==> src/rtl/uart_pkg.sv <==
// Shared types for the buffered UART receiver: frame FSM states and per-entry status.
package uart_pkg;

    typedef enum logic [2:0] {
        e_idle,
        e_start,
        e_data,
        e_parity,
        e_stop,
        e_wait_high
    } state_e;

    typedef struct packed {
        logic brk;
        logic frame_err;
        logic parity_err;
    } status_s;

    function automatic logic majority3(input logic a, input logic b, input logic c);
        return (a & b) | (a & c) | (b & c);
    endfunction

endpackage

==> src/rtl/uart_rx_buffered_if.sv <==
// Valid/yumi handshake bundle: master offers v/data, slave answers yumi when it takes the item.
interface uart_rx_buffered_if #(
    parameter int width_p = 11
) ();

    logic               v;
    logic [width_p-1:0] data;
    logic               yumi;

    modport master (output v, output data, input yumi);
    modport slave  (input v, input data, output yumi);

endinterface

==> src/rtl/bsg_fifo_1r1w_small.sv <==
// Small one-read one-write FIFO; a push into a full FIFO is still taken when the head pops that cycle.
module bsg_fifo_1r1w_small #(
    parameter int width_p = 11,
    parameter int els_p   = 4
) (
    input  logic               clk_i,
    input  logic               reset_i,
    uart_rx_buffered_if.slave  enq_i,
    uart_rx_buffered_if.master deq_o
);

    localparam int ptr_w_lp = (els_p > 1) ? $clog2(els_p) : 1;
    localparam int cnt_w_lp = $clog2(els_p + 1);
    localparam logic [ptr_w_lp-1:0] last_ptr_lp = ptr_w_lp'(els_p - 1);

    logic [width_p-1:0]  r_mem [els_p];
    logic [ptr_w_lp-1:0] r_rd_ptr;
    logic [ptr_w_lp-1:0] r_wr_ptr;
    logic [cnt_w_lp-1:0] r_count;
    logic                w_full;
    logic                w_valid;
    logic                w_enq;
    logic                w_deq;

    assign w_full      = (r_count == cnt_w_lp'(els_p));
    assign w_valid     = (r_count != '0);
    assign w_deq       = w_valid & deq_o.yumi;
    assign w_enq       = enq_i.v & (~w_full | w_deq);
    assign enq_i.yumi  = w_enq;
    assign deq_o.v     = w_valid;
    assign deq_o.data  = r_mem[r_rd_ptr];

    // NOTE: storage carries no reset; the count alone decides which slots are live.
    always_ff @(posedge clk_i) begin
        if (w_enq) r_mem[r_wr_ptr] <= enq_i.data;
    end

    always_ff @(posedge clk_i or posedge reset_i) begin
        if (reset_i) begin
            r_rd_ptr <= '0;
            r_wr_ptr <= '0;
            r_count  <= '0;
        end else begin
            if (w_enq) r_wr_ptr <= (r_wr_ptr == last_ptr_lp) ? '0 : r_wr_ptr + ptr_w_lp'(1);
            if (w_deq) r_rd_ptr <= (r_rd_ptr == last_ptr_lp) ? '0 : r_rd_ptr + ptr_w_lp'(1);
            case ({w_enq, w_deq})
                2'b10:   r_count <= r_count + cnt_w_lp'(1);
                2'b01:   r_count <= r_count - cnt_w_lp'(1);
                default: r_count <= r_count;
            endcase
        end
    end

endmodule

==> src/rtl/uart_rx_buffered.sv <==
// UART receiver: 2-flop synchronizer, frame FSM and a receive FIFO with sticky overrun.
// Define UART_RX_MAJORITY_EN to take each bit sample as a 2-of-3 vote over the last three cycles.
module uart_rx_buffered
    import uart_pkg::*;
#(
    parameter int data_bits_p  = 8,
    parameter int parity_bit_p = 0,
    parameter int parity_odd_p = 0,
    parameter int stop_bits_p  = 1,
    parameter int div_width_p  = 16,
    parameter int fifo_els_p   = 4
) (
    input  logic                   clk_i,
    input  logic                   reset_i,
    input  logic [div_width_p-1:0] clk_per_bit_i,
    input  logic                   rx_i,
    output logic                   v_o,
    output logic [data_bits_p-1:0] data_o,
    output logic                   parity_err_o,
    output logic                   frame_err_o,
    output logic                   break_o,
    input  logic                   yumi_i,
    output logic                   overrun_o,
    input  logic                   clear_i
);

    localparam int width_lp = data_bits_p + 3;
    localparam int idx_w_lp = $clog2(data_bits_p);
    localparam logic [idx_w_lp-1:0] last_idx_lp = idx_w_lp'(data_bits_p - 1);
    localparam logic parity_en_lp  = (parity_bit_p != 0);
    localparam logic parity_odd_lp = (parity_odd_p != 0);
    localparam logic two_stop_lp   = (stop_bits_p == 2);

    logic [1:0]             r_sync;
    logic                   w_rx;
    logic                   w_sample;
    state_e                 r_state;
    logic [div_width_p-1:0] r_div;
    logic [div_width_p-1:0] r_cnt;
    logic [div_width_p-1:0] w_div_in;
    logic [div_width_p-1:0] w_half;
    logic [div_width_p-1:0] w_last;
    logic [idx_w_lp-1:0]    r_idx;
    logic                   r_stop_idx;
    logic [data_bits_p-1:0] r_data;
    logic                   r_parity_err;
    logic                   r_frame_err;
    logic                   r_overrun;
    logic                   w_bit_end;
    logic                   w_stop_last;
    logic                   w_push;
    status_s                w_status;
    status_s                w_head_status;

    uart_rx_buffered_if #(.width_p(width_lp)) enq_if ();
    uart_rx_buffered_if #(.width_p(width_lp)) deq_if ();

    always_ff @(posedge clk_i or posedge reset_i) begin
        if (reset_i) r_sync <= 2'b11;
        else         r_sync <= {r_sync[0], rx_i};
    end
    assign w_rx = r_sync[1];

`ifdef UART_RX_MAJORITY_EN
    logic [1:0] r_hist;
    always_ff @(posedge clk_i or posedge reset_i) begin
        if (reset_i) r_hist <= 2'b11;
        else         r_hist <= {r_hist[0], w_rx};
    end
    assign w_sample = majority3(w_rx, r_hist[0], r_hist[1]);
`else
    assign w_sample = w_rx;
`endif

    assign w_div_in    = (clk_per_bit_i < div_width_p'(4)) ? div_width_p'(4) : clk_per_bit_i;
    assign w_last      = r_div - div_width_p'(1);
    assign w_half      = w_last >> 1;
    assign w_bit_end   = (r_cnt == w_last);
    assign w_stop_last = (r_stop_idx == two_stop_lp);

    // NOTE: the push is combinational so the entry is written on the last stop sample itself.
    assign w_push               = (r_state == e_stop) && w_bit_end && w_stop_last;
    assign w_status.frame_err   = r_frame_err | ~w_sample;
    assign w_status.parity_err  = r_parity_err;
    assign w_status.brk         = (r_data == '0) && w_status.frame_err;

    always_ff @(posedge clk_i or posedge reset_i) begin
        if (reset_i) begin
            r_state      <= e_idle;
            r_div        <= '0;
            r_cnt        <= '0;
            r_idx        <= '0;
            r_stop_idx   <= 1'b0;
            r_data       <= '0;
            r_parity_err <= 1'b0;
            r_frame_err  <= 1'b0;
        end else begin
            case (r_state)
                e_idle: if (!w_rx) begin
                    r_div        <= w_div_in;
                    r_cnt        <= '0;
                    r_idx        <= '0;
                    r_parity_err <= 1'b0;
                    r_frame_err  <= 1'b0;
                    r_state      <= e_start;
                end
                e_start: if (r_cnt == w_half) begin
                    r_cnt   <= '0;
                    r_state <= w_sample ? e_idle : e_data;
                end else r_cnt <= r_cnt + div_width_p'(1);
                e_data: if (w_bit_end) begin
                    r_cnt         <= '0;
                    r_data[r_idx] <= w_sample;
                    r_stop_idx    <= 1'b0;
                    if (r_idx == last_idx_lp) r_state <= parity_en_lp ? e_parity : e_stop;
                    else                      r_idx   <= r_idx + idx_w_lp'(1);
                end else r_cnt <= r_cnt + div_width_p'(1);
                e_parity: if (w_bit_end) begin
                    r_cnt        <= '0;
                    r_parity_err <= (^r_data) ^ w_sample ^ parity_odd_lp;
                    r_state      <= e_stop;
                end else r_cnt <= r_cnt + div_width_p'(1);
                e_stop: if (w_bit_end) begin
                    r_cnt       <= '0;
                    r_frame_err <= w_status.frame_err;
                    r_stop_idx  <= 1'b1;
                    if (w_stop_last) r_state <= w_sample ? e_idle : e_wait_high;
                end else r_cnt <= r_cnt + div_width_p'(1);
                e_wait_high: if (w_rx) r_state <= e_idle;
                default: r_state <= e_idle;
            endcase
        end
    end

    assign enq_if.v    = w_push;
    assign enq_if.data = {w_status, r_data};

    bsg_fifo_1r1w_small #(
        .width_p(width_lp),
        .els_p  (fifo_els_p)
    ) fifo (
        .clk_i  (clk_i),
        .reset_i(reset_i),
        .enq_i  (enq_if),
        .deq_o  (deq_if)
    );

    // A frame dropped on a full FIFO wins over a coincident clear.
    always_ff @(posedge clk_i or posedge reset_i) begin
        if (reset_i) r_overrun <= 1'b0;
        else         r_overrun <= (w_push & ~enq_if.yumi) | (r_overrun & ~clear_i);
    end

    assign deq_if.yumi   = yumi_i;
    assign w_head_status = deq_if.data[width_lp-1 -: 3];
    assign v_o           = deq_if.v;
    assign data_o        = deq_if.data[data_bits_p-1:0];
    assign parity_err_o  = w_head_status.parity_err;
    assign frame_err_o   = w_head_status.frame_err;
    assign break_o       = w_head_status.brk;
    assign overrun_o     = r_overrun;

endmodule
==> config.mk <==
export PLATFORM = sky130hd
export DESIGN_NAME = uart_rx_buffered
export DESIGN_NICKNAME = d
export VERILOG_FILES = /design/src/rtl/uart_pkg.sv /design/src/rtl/uart_rx_buffered_if.sv /design/src/rtl/bsg_fifo_1r1w_small.sv /design/src/rtl/uart_rx_buffered.sv
export SDC_FILE = /design/constraint.sdc
export NUM_CORES = 1
export LEC_CHECK = 0
export ABC_AREA = 1
export CAP_MARGIN = 20
export CELL_PAD_IN_SITES_DETAIL_PLACEMENT = 1
export CELL_PAD_IN_SITES_GLOBAL_PLACEMENT = 2
export CORE_ASPECT_RATIO = 0.5
export CORE_MARGIN = 2
export CORE_UTILIZATION = 35
export CTS_BUF_LIST = sky130_fd_sc_hd__clkbuf_16
export DETAILED_ROUTE_END_ITERATION = 12
export GPL_ROUTABILITY_DRIVEN = 0
export PLACE_DENSITY_LB_ADDON = 0.1
export SLEW_MARGIN = 10
export SYNTH_ARGS = -nofsm -noshare
export SYNTH_HDL_FRONTEND = slang
export SYNTH_SLANG_ARGS = --single-unit
==> constraint.sdc <==
create_clock -name clk_i -period 6.91 [get_ports clk_i]
set_input_delay 1.382 -clock clk_i [delete_from_list [all_inputs] [get_ports clk_i]]
set_output_delay 1.382 -clock clk_i [all_outputs]
set_load 0.01 [all_outputs]
After elaboration in Yosys (flattened, before gate mapping). Memories as Yosys holds them, arrays and structs flattened. Index checks and enable logic that the tools add are counted.

Register bits: 59. RAM bits: 44. Input port bits: 21. Output and inout bits: 13. Logic and storage cells: 118. Memories kept: 1.

Add/subtract/negate cells: 7. $lt $le $gt $ge: 3. Equality and inequality tests: 22. Mux-type cells: 36. Bitwise gates (word level): 13. Reductions and logical operators: 23.

Memories: fifo.r_mem (words 4, width 11, rd ports 1, clocked after Yosys merged registers in 0, wr ports 1, RTL line bsg_fifo_1r1w_small.sv:16) `logic [width_p-1:0] r_mem [els_p];`.

Operator list (number): $mux 16 (4); $pmux 16 s3 (1); $mux 3 (12); $ne 2x2->1 const B (9); $pmux 3 s6 (1); $add 16x1->16 const B (1); $eq 16x15->1 (1); $eq 16x16->1 (1); $lt 16x3->1 const B (1); $sub 16x1->16 const B (1); $eq 3x3->1 const B (4); $pmux 3 s2 (2); $reduce_bool 2->1 (5); $reduce_and 3->1 (3); $bwmux 8 (1); $logic_not 8->1 (1); $mux 1 (8); $reduce_and 8->1 (1); $reduce_xor 8->1 (1); $add 3x1->3 const B (2); $eq 2x2->1 const B (3); $eq 3x2->1 const B (2); $mux 2 (3); $pmux 1 s2 (3); 17 further kinds (33).

Longest topological paths before layout. Gate-level depths: netlist of the first run.

Depth in word-level cells: 8. Mapped depth: 20.

Cells and area by module. From an unflattened synthesis of the first run, not the netlist that was laid out.

Cells, all modules: 795. Area total of the unflattened synthesis: 6246.0 um^2.

Modules (own cells, without submodules): uart_rx_buffered (instances 1, cells an instance 605, area an instance 3933.8 um^2, sequential area each 1303.8 um^2); bsg_fifo_1r1w_small (instances 1, cells an instance 190, area an instance 2312.2 um^2, sequential area each 1496.4 um^2).

Least setup slack after synthesis of the first run. OpenSTA, ideal clock, no wires.

Path type: input port to flip-flop. From: input yumi_i. To: register fifo.r_count[2]. Library setup time: 0.131 ns. Data arrival time: 2.687 ns. Data required time: 6.779 ns. Slack: 4.092 ns. Stages: 9. Path buffers: 0. Path through: inv_1 nand3_1 nand4_2 ha_1 inv_1 fa_1 a21oi_1 o21ai_0 xor2_1.

Longest elaborated chain between the ends: 5.

RTL lines: start: declaration (RTL line uart_rx_buffered.sv:22) `input logic yumi_i,`; $and 1x1->1 (*) (RTL line bsg_fifo_1r1w_small.sv:27) `assign w_deq = w_valid & deq_o.yumi;`; $or 1x1->1 (RTL line bsg_fifo_1r1w_small.sv:28) `assign w_enq = enq_i.v & (~w_full | w_deq);`; $and 1x1->1 (RTL line bsg_fifo_1r1w_small.sv:28); $eq 2x1->1 / $eq 2x2->1 (equally long branches) (RTL line bsg_fifo_1r1w_small.sv:46) `case ({w_enq, w_deq})`; $pmux 3 s2 / $reduce_bool 2->1 (equally long branches); end signal: assignment (RTL line bsg_fifo_1r1w_small.sv:47) `2'b10: r_count <= r_count + cnt_w_lp'(1);`; end signal: assignment (RTL line bsg_fifo_1r1w_small.sv:48) `2'b01: r_count <= r_count - cnt_w_lp'(1);`; end signal: assignment (RTL line bsg_fifo_1r1w_small.sv:49) `default: r_count <= r_count;`; end: declaration (RTL line bsg_fifo_1r1w_small.sv:19) `logic [cnt_w_lp-1:0] r_count;`.

Every way passes the cells marked *; elsewhere a longest branch is shown, timed or not. A chain may end at the register's enable or synchronous reset.

Worst setup path after layout of the first run.
From: register fifo.r_rd_ptr[0]. To: output data_o[1].

Longest elaborated chain between the ends: 1.

RTL lines: start: declaration (RTL line bsg_fifo_1r1w_small.sv:17) `logic [ptr_w_lp-1:0] r_rd_ptr;`; start signal: assignment (RTL line bsg_fifo_1r1w_small.sv:45) `if (w_deq) r_rd_ptr <= (r_rd_ptr == last_ptr_lp) ? '0 : r_rd_ptr + ptr_w_lp'(1);`; $mem_v2 4x11; end: declaration (RTL line uart_rx_buffered.sv:18) `output logic [data_bits_p-1:0] data_o,`.

Every way passes these cells.

==> impl_metrics.env, run 1 <==
export IMPL_status="finished clean"
export IMPL_postRouteWirelength_mm=15.97
export IMPL_ys_seq_area_frac=0.4619
export IMPL_area_delta_synth_final_pct=14.01
export IMPL_drive_gt1_frac=0.07522
export IMPL_yosysWarningCount=0
export IMPL_insertion_delay_ps=350
export IMPL_critPathLaunch="fifo.r_rd_ptr[0]"
export IMPL_hold_class="flip-flop to flip-flop"
export IMPL_ant_nets=0
export IMPL_synth_seq_cells=103
export IMPL_crit_slowest_cell="dfrtp_1"
export IMPL_synth_flop_cell="dfrtp_1"
export IMPL_final_max_slew_violation_count=0
export IMPL_synth_cell_types=37
export IMPL_period_needed_ps=3956
export IMPL_antennaDiodeCount=0
export IMPL_port_buffers=33
export IMPL_crit_chain="inv_1 -> o21ai_0 -> o22ai_1 -> clkdlybuf4s50_1"
export IMPL_clk_pin_slew_ps=80
export IMPL_holdBufCountCts=0
export IMPL_via_per_inst=4.917
export IMPL_cts_sinks=103
export IMPL_slowest_delay_ps=790
export IMPL_synth_most_common_cell="nand2_1"
export IMPL_tightest_slew_ps=1028
export IMPL_worstHoldStart="r_sync[0]"
export IMPL_cts_resized=0
export IMPL_cp_top_family="buffers and inverters"
export IMPL_rr_startpoint="r_div[0]"
export IMPL_start_util=0.3643
export IMPL_fp_dieH_um=97.06
export IMPL_hold_violations=0
export IMPL_dp_hpwl_mm=12.28
export IMPL_final_setup_viol_count=0
export IMPL_critPathBufInv=2
export IMPL_ios=34
export IMPL_fmax_ghz=0.2528
export IMPL_grt_max_degree=60
export IMPL_nets=842
export IMPL_antenna_found_initial=0
export IMPL_vias=5104
export IMPL_die_area_sq_um=18450
export IMPL_placed_cell_area_sq_um=6600
export IMPL_core_rowCount=33
export IMPL_yosys_top_cells_count="nand2_1, nand3_1, nor2_1"
export IMPL_required_ps=5530
export IMPL_cts_root_buf="clkbuf_16"
export IMPL_syn_area_sq_um=6062
export IMPL_post_cts_setup_buffers=0
export IMPL_syn_nets=814
export IMPL_power_density_nw_per_um2=349.9
export IMPL_fin_tns_setup_ps=0
export IMPL_cap_violations=0
export IMPL_critical_path_class="flip-flop to output pin"
export IMPL_path_max_fanout=25
export IMPL_design_area_sq_um=6912
export IMPL_numCtsBuffers=9
export IMPL_fin_crit_sh=0.5725
export IMPL_drcViolationCount=0
export IMPL_start_kind="flip-flop"
export IMPL_worstPathArrival_ps=2570
export IMPL_coreArea_sq_um=16640
export IMPL_relSlewSlack=0.3119
export IMPL_synth_area_per_cell_sq_um=7.792
export IMPL_grt_pass1_vias=5398
export IMPL_totalPowerFinal_uw=2418
export IMPL_synth_area_top_cells="dfrtp_1, edfxtp_1, nand2_1, nand3_1, nor2_1"
export IMPL_grt_setup_unrepaired="false"
export IMPL_fin_skew_ps=13.89
export IMPL_final_util=0.4154
export IMPL_htree_levels=3
export IMPL_yosysTopAreaCell="dfrtp_1"
export IMPL_endpoint_kind="output pin"
export IMPL_grtUsageTotal=0.1867
export IMPL_dieWidth_um=190.1
export IMPL_synth_edf_count=44
export IMPL_ys_async_sr_fraction=0.5728
export IMPL_first_pass_iters=5
export IMPL_leakagePower_uw=0.003071
export IMPL_drtIter0Drc=184
export IMPL_synth_top_area_frac=0.2353
export IMPL_grt_pass1_wl_mm=27.48
export IMPL_overflow=0
export IMPL_routedWlPerCell_um=15.38
export IMPL_peakVddDrop_mv=0.1657
export IMPL_cts_path_max_buffers=2
export IMPL_cts_tree="yes"
export IMPL_synth_cells=778
[placed cells by master (no fill, tap or decap), types with 8 or more instances in the layout]
cell,synthesis,routed
o21ai_0,50,50
nand2_1,211,211
edfxtp_1,44,44
nor2_1,96,95
ha_1,14,14
xor2_1,8,8
clkdlybuf4s50_1,0,33
clkbuf_16,0,9
o22ai_1,12,12
nand4_1,12,12
dfrtp_1,57,57
inv_1,84,84
nand3_2,12,12
nand3_1,99,99
[stage by stage]
stage	worst slack [ps]	std cells	hold slack, ps
3_3_place_gp	3350	1020	353.7
2_1_floorplan	4075	778	345.2
3_5_place_dp	3304	1020	355.3
4_1_cts	2936	1036	367.5
6_report	2954	1038	365.4
5_1_grt	2624	1038	374.3
[flip-flops by register name (all words and copies together), names as in the netlist]
name,flops
r_idx,3
r_div,16
overrun_o,1
r_parity_err,1
r_cnt,16
r_stop_idx,1
r_sync,2
r_state,3
fifo.r_mem,44
fifo.r_count,3
r_frame_err,1
fifo.r_rd_ptr,2
r_data,8
fifo.r_wr_ptr,2
[cells by family after synthesis]
kind of cell / count (synthesis) / synth area share
AO/OA/AOI/OAI: 74 / 0.06502
XOR/XNOR: 12 / 0.01734
adder cells (fa/ha/maj): 15 / 0.03220
buffers and inverters: 108 / 0.06997
flip-flops: 103 / 0.4619
AND/OR/NAND/NOR: 466 / 0.3536
[worst paths after layout]
| path | to | slack, ps | depth (start not counted) |
|---|---|---|---|
| setup / recovery | data_o[1] | 2950 | 4 |
| hold / removal | r_sync[1] | 370 | 0 |
| setup reg to reg | fifo.r_mem[2][8] | 3320 | 15 |
| hold reg to reg | r_sync[1] | 370 | 0 |
| max in group asynchronous | r_idx[0] | 4770 | 3 |
| min in group asynchronous | overrun_o | 1600 | 3 |
[metal layers]
metal	share of wire	up-vias	GRT usage	wire (um)
met5	0	-	0	0
met2	0.48	39	0.3203	7627
met3	0.020	11	0.03611	316
met4	0.0064	0	0.02624	102
met1	0.50	2450	0.2503	7920
li1	-	2604	-	-
[cell type report]
| cell class | count | area [sq um] |
|---|---|---|
| Multi-Input combinational cell | 567 | 2840 |
| Timing Repair Buffer | 37 | 372.9 |
| Tap cell | 227 | 284.0 |
| Sequential cell | 103 | 2800 |
| Inverter | 88 | 330.3 |
| Clock inverter | 7 | 58.81 |
| Clock buffer | 9 | 225.2 |
| Fill cell | 2029 | 9728 |
[report_power, final]
part / total [uW] / switching [uW] / internal (uW)
clock network: 497 / 247 / 250
registers: 843 / 129 / 714
logic: 1080 / 690 / 389
total: 2420 / 1070 / 1350
No activity file was read; power rests on OpenSTA's default activity.
==> run 2: changes to the inputs <==
==> constraint.sdc (replaced) <==
create_clock -name clk_i -period 4.1 [get_ports clk_i]
set_input_delay 0.82 -clock clk_i [delete_from_list [all_inputs] [get_ports clk_i]]
set_output_delay 0.82 -clock clk_i [all_outputs]
set_load 0.01 [all_outputs]
==> run 2 against run 1 <==
Effect of this change:
- worst setup slack worse by 2200 ps
- sequential share of layout area is 0.11 points lower
- power up 69%
- first-iteration DRC count rose by 20%
- non-clock buffer count up 4
- critical endpoint is now fifo.r_count[1]
- largest cell class unchanged
==> impl_metrics.env, run 2 (synthesis gave the netlist of run 1 again) <==
export IMPL_start_kind="flip-flop"
export IMPL_worstPathArrival_ps=3610
export IMPL_final_common_cell="nand2_1"
export IMPL_start_util=0.3643
export IMPL_reg_top3="fifo.r_mem (44), r_cnt (16), r_div (16)"
export IMPL_power_density_nw_per_um2=588.9
export IMPL_crit_slowest_cell="fa_1"
export IMPL_required_ps=4360
export IMPL_via_per_inst=4.917
export IMPL_totalPowerFinal_uw=4081
export IMPL_worst_hold_slack_ps=361.9
export IMPL_cap_violations=0
export IMPL_cp_depth=15
export IMPL_fp_dieH_um=97.06
export IMPL_htree_levels=3
export IMPL_grt_met1_usage=0.2440
export IMPL_slowest_delay_ps=410
export IMPL_cts_sinks=103
export IMPL_overflow=0
export IMPL_fin_tns_setup_ps=0
export IMPL_tightest_slew_ps=927.3
export IMPL_grtUsageTotal=0.1889
export IMPL_fmax_ghz=0.2987
export IMPL_antennaDiodeCount=0
export IMPL_insertion_delay_ps=350
export IMPL_port_buffers=33
export IMPL_ios=34
export IMPL_ant_nets=0
export IMPL_dieWidth_um=190.1
export IMPL_path_max_fanout=7
export IMPL_critPathBufInv=2
export IMPL_hold_class="flip-flop to flip-flop"
export IMPL_final_cell_mix="nand2_1, nand3_1, nor2_1"
export IMPL_period_needed_ps=3348
export IMPL_hold_violations=0
export IMPL_cp_top_family="simple AND/OR/NAND/NOR gates"
export IMPL_nets=846
export IMPL_grt_pass1_vias=5531
export IMPL_cts_path_max_buffers=2
export IMPL_top_register="fifo.r_mem"
export IMPL_critical_path_class="flip-flop to flip-flop"
export IMPL_met2_usage=0.3338
export IMPL_holdBufCountCts=0
export IMPL_status="finished clean"
export IMPL_crit_chain="inv_1 -> ha_1 -> nand2_1 -> nor2_1 -> nand3b_1 -> nand3_1 -> nand3_1 -> nor2_1 -> nand3_1 -> nor2_2 -> nand4_2 -> ha_1 -> inv_1 -> fa_1 -> o21ai_0"
export IMPL_cts_resized=0
export IMPL_critPathLaunch="r_div[0]"
export IMPL_reg2regPathDepth=15
export IMPL_postRouteWirelength_mm=16.17
export IMPL_antenna_found_initial=0
export IMPL_relSlewSlack=0.3658
export IMPL_endpoint_kind="flip-flop"
export IMPL_fin_skew_ps=8.807
export IMPL_grt_setup_unrepaired="false"
export IMPL_clk_pin_slew_ps=70
export IMPL_rr_startpoint="r_div[0]"
export IMPL_final_setup_viol_count=0
export IMPL_fillers=2053
export IMPL_area_delta_synth_final_pct=14.32
export IMPL_post_cts_setup_buffers=0
export IMPL_vias=5123
export IMPL_critPathCapture="fifo.r_count[1]"
export IMPL_peakVddDrop_mv=0.3074
export IMPL_drcViolationCount=0
export IMPL_cts_root_buf="clkbuf_16"
export IMPL_fin_crit_sh=0.8167
export IMPL_largest_reg_flops=44
export IMPL_grt_busiest_layer="met2"
export IMPL_first_pass_iters=4
export IMPL_routedWlPerCell_um=15.51
export IMPL_path_common_cell="nand3_1"
export IMPL_leakagePower_uw=0.003096
export IMPL_final_max_slew_violation_count=0
export IMPL_grt_max_degree=42
export IMPL_coreArea_sq_um=16640
export IMPL_numCtsBuffers=9
export IMPL_grt_pass1_wl_mm=27.63
export IMPL_grt_util_met3=0.03864
export IMPL_drive_gt1_frac=0.08098
export IMPL_die_area_sq_um=18450
export IMPL_drtIter0Drc=221
export IMPL_core_rowCount=33
export IMPL_final_util=0.4165
export IMPL_cts_tree="yes"
export IMPL_r2r_end="fifo.r_count[1]"
export IMPL_r2r_setup_slack_ps=750
export IMPL_dp_hpwl_mm=12.33
## run 2: routing by layer
layer | share of wire | vias to the layer above
met2 | 0.48 | 42
met4 | 0.0037 | 0
met3 | 0.022 | 6
li1 | - | 2620
met5 | 0 | -
met1 | 0.49 | 2455
## run 2: worst min path at each step
stage                endpoint       from  slack (ps)  depth (start not counted)
floorplan           r_sync[1]  r_sync[0]         350                          0
global placement    r_sync[1]  r_sync[0]         350                          0
detailed placement  r_sync[1]  r_sync[0]         350                          0
CTS                 r_sync[1]  r_sync[0]         360                          0
global route        r_sync[1]  r_sync[0]         370                          0
finish              r_sync[1]  r_sync[0]         360                          0
## run 2: cell type report
type	count	area (sq um)	area share
multi-input cells	567	2840	0.4098
well taps	227	284.0	0.04098
repair buffers	41	390.4	0.05633
clock buffers	9	225.2	0.03250
clock inverters	7	60.06	0.008666
flip-flops and latches	103	2800	0.4040
inverters	88	330.3	0.04766
## run 2: metrics by stage
stage	setup WS, ps	cells	area (sq um)
3_5_place_dp	738.7	1026	6645
5_1_grt	354.9	1042	6930
6_report	751.7	1042	6930
4_1_cts	705.8	1042	6930
2_1_floorplan	1307	778	6062
3_3_place_gp	947.3	1026	6645
## run 2: where the power goes
group | switching [uW] | leakage (uW) | internal, uW
sequential | 190 | 0.00120 | 1200
clock | 414 | 0.000141 | 422
combinational | 1200 | 0.00175 | 650
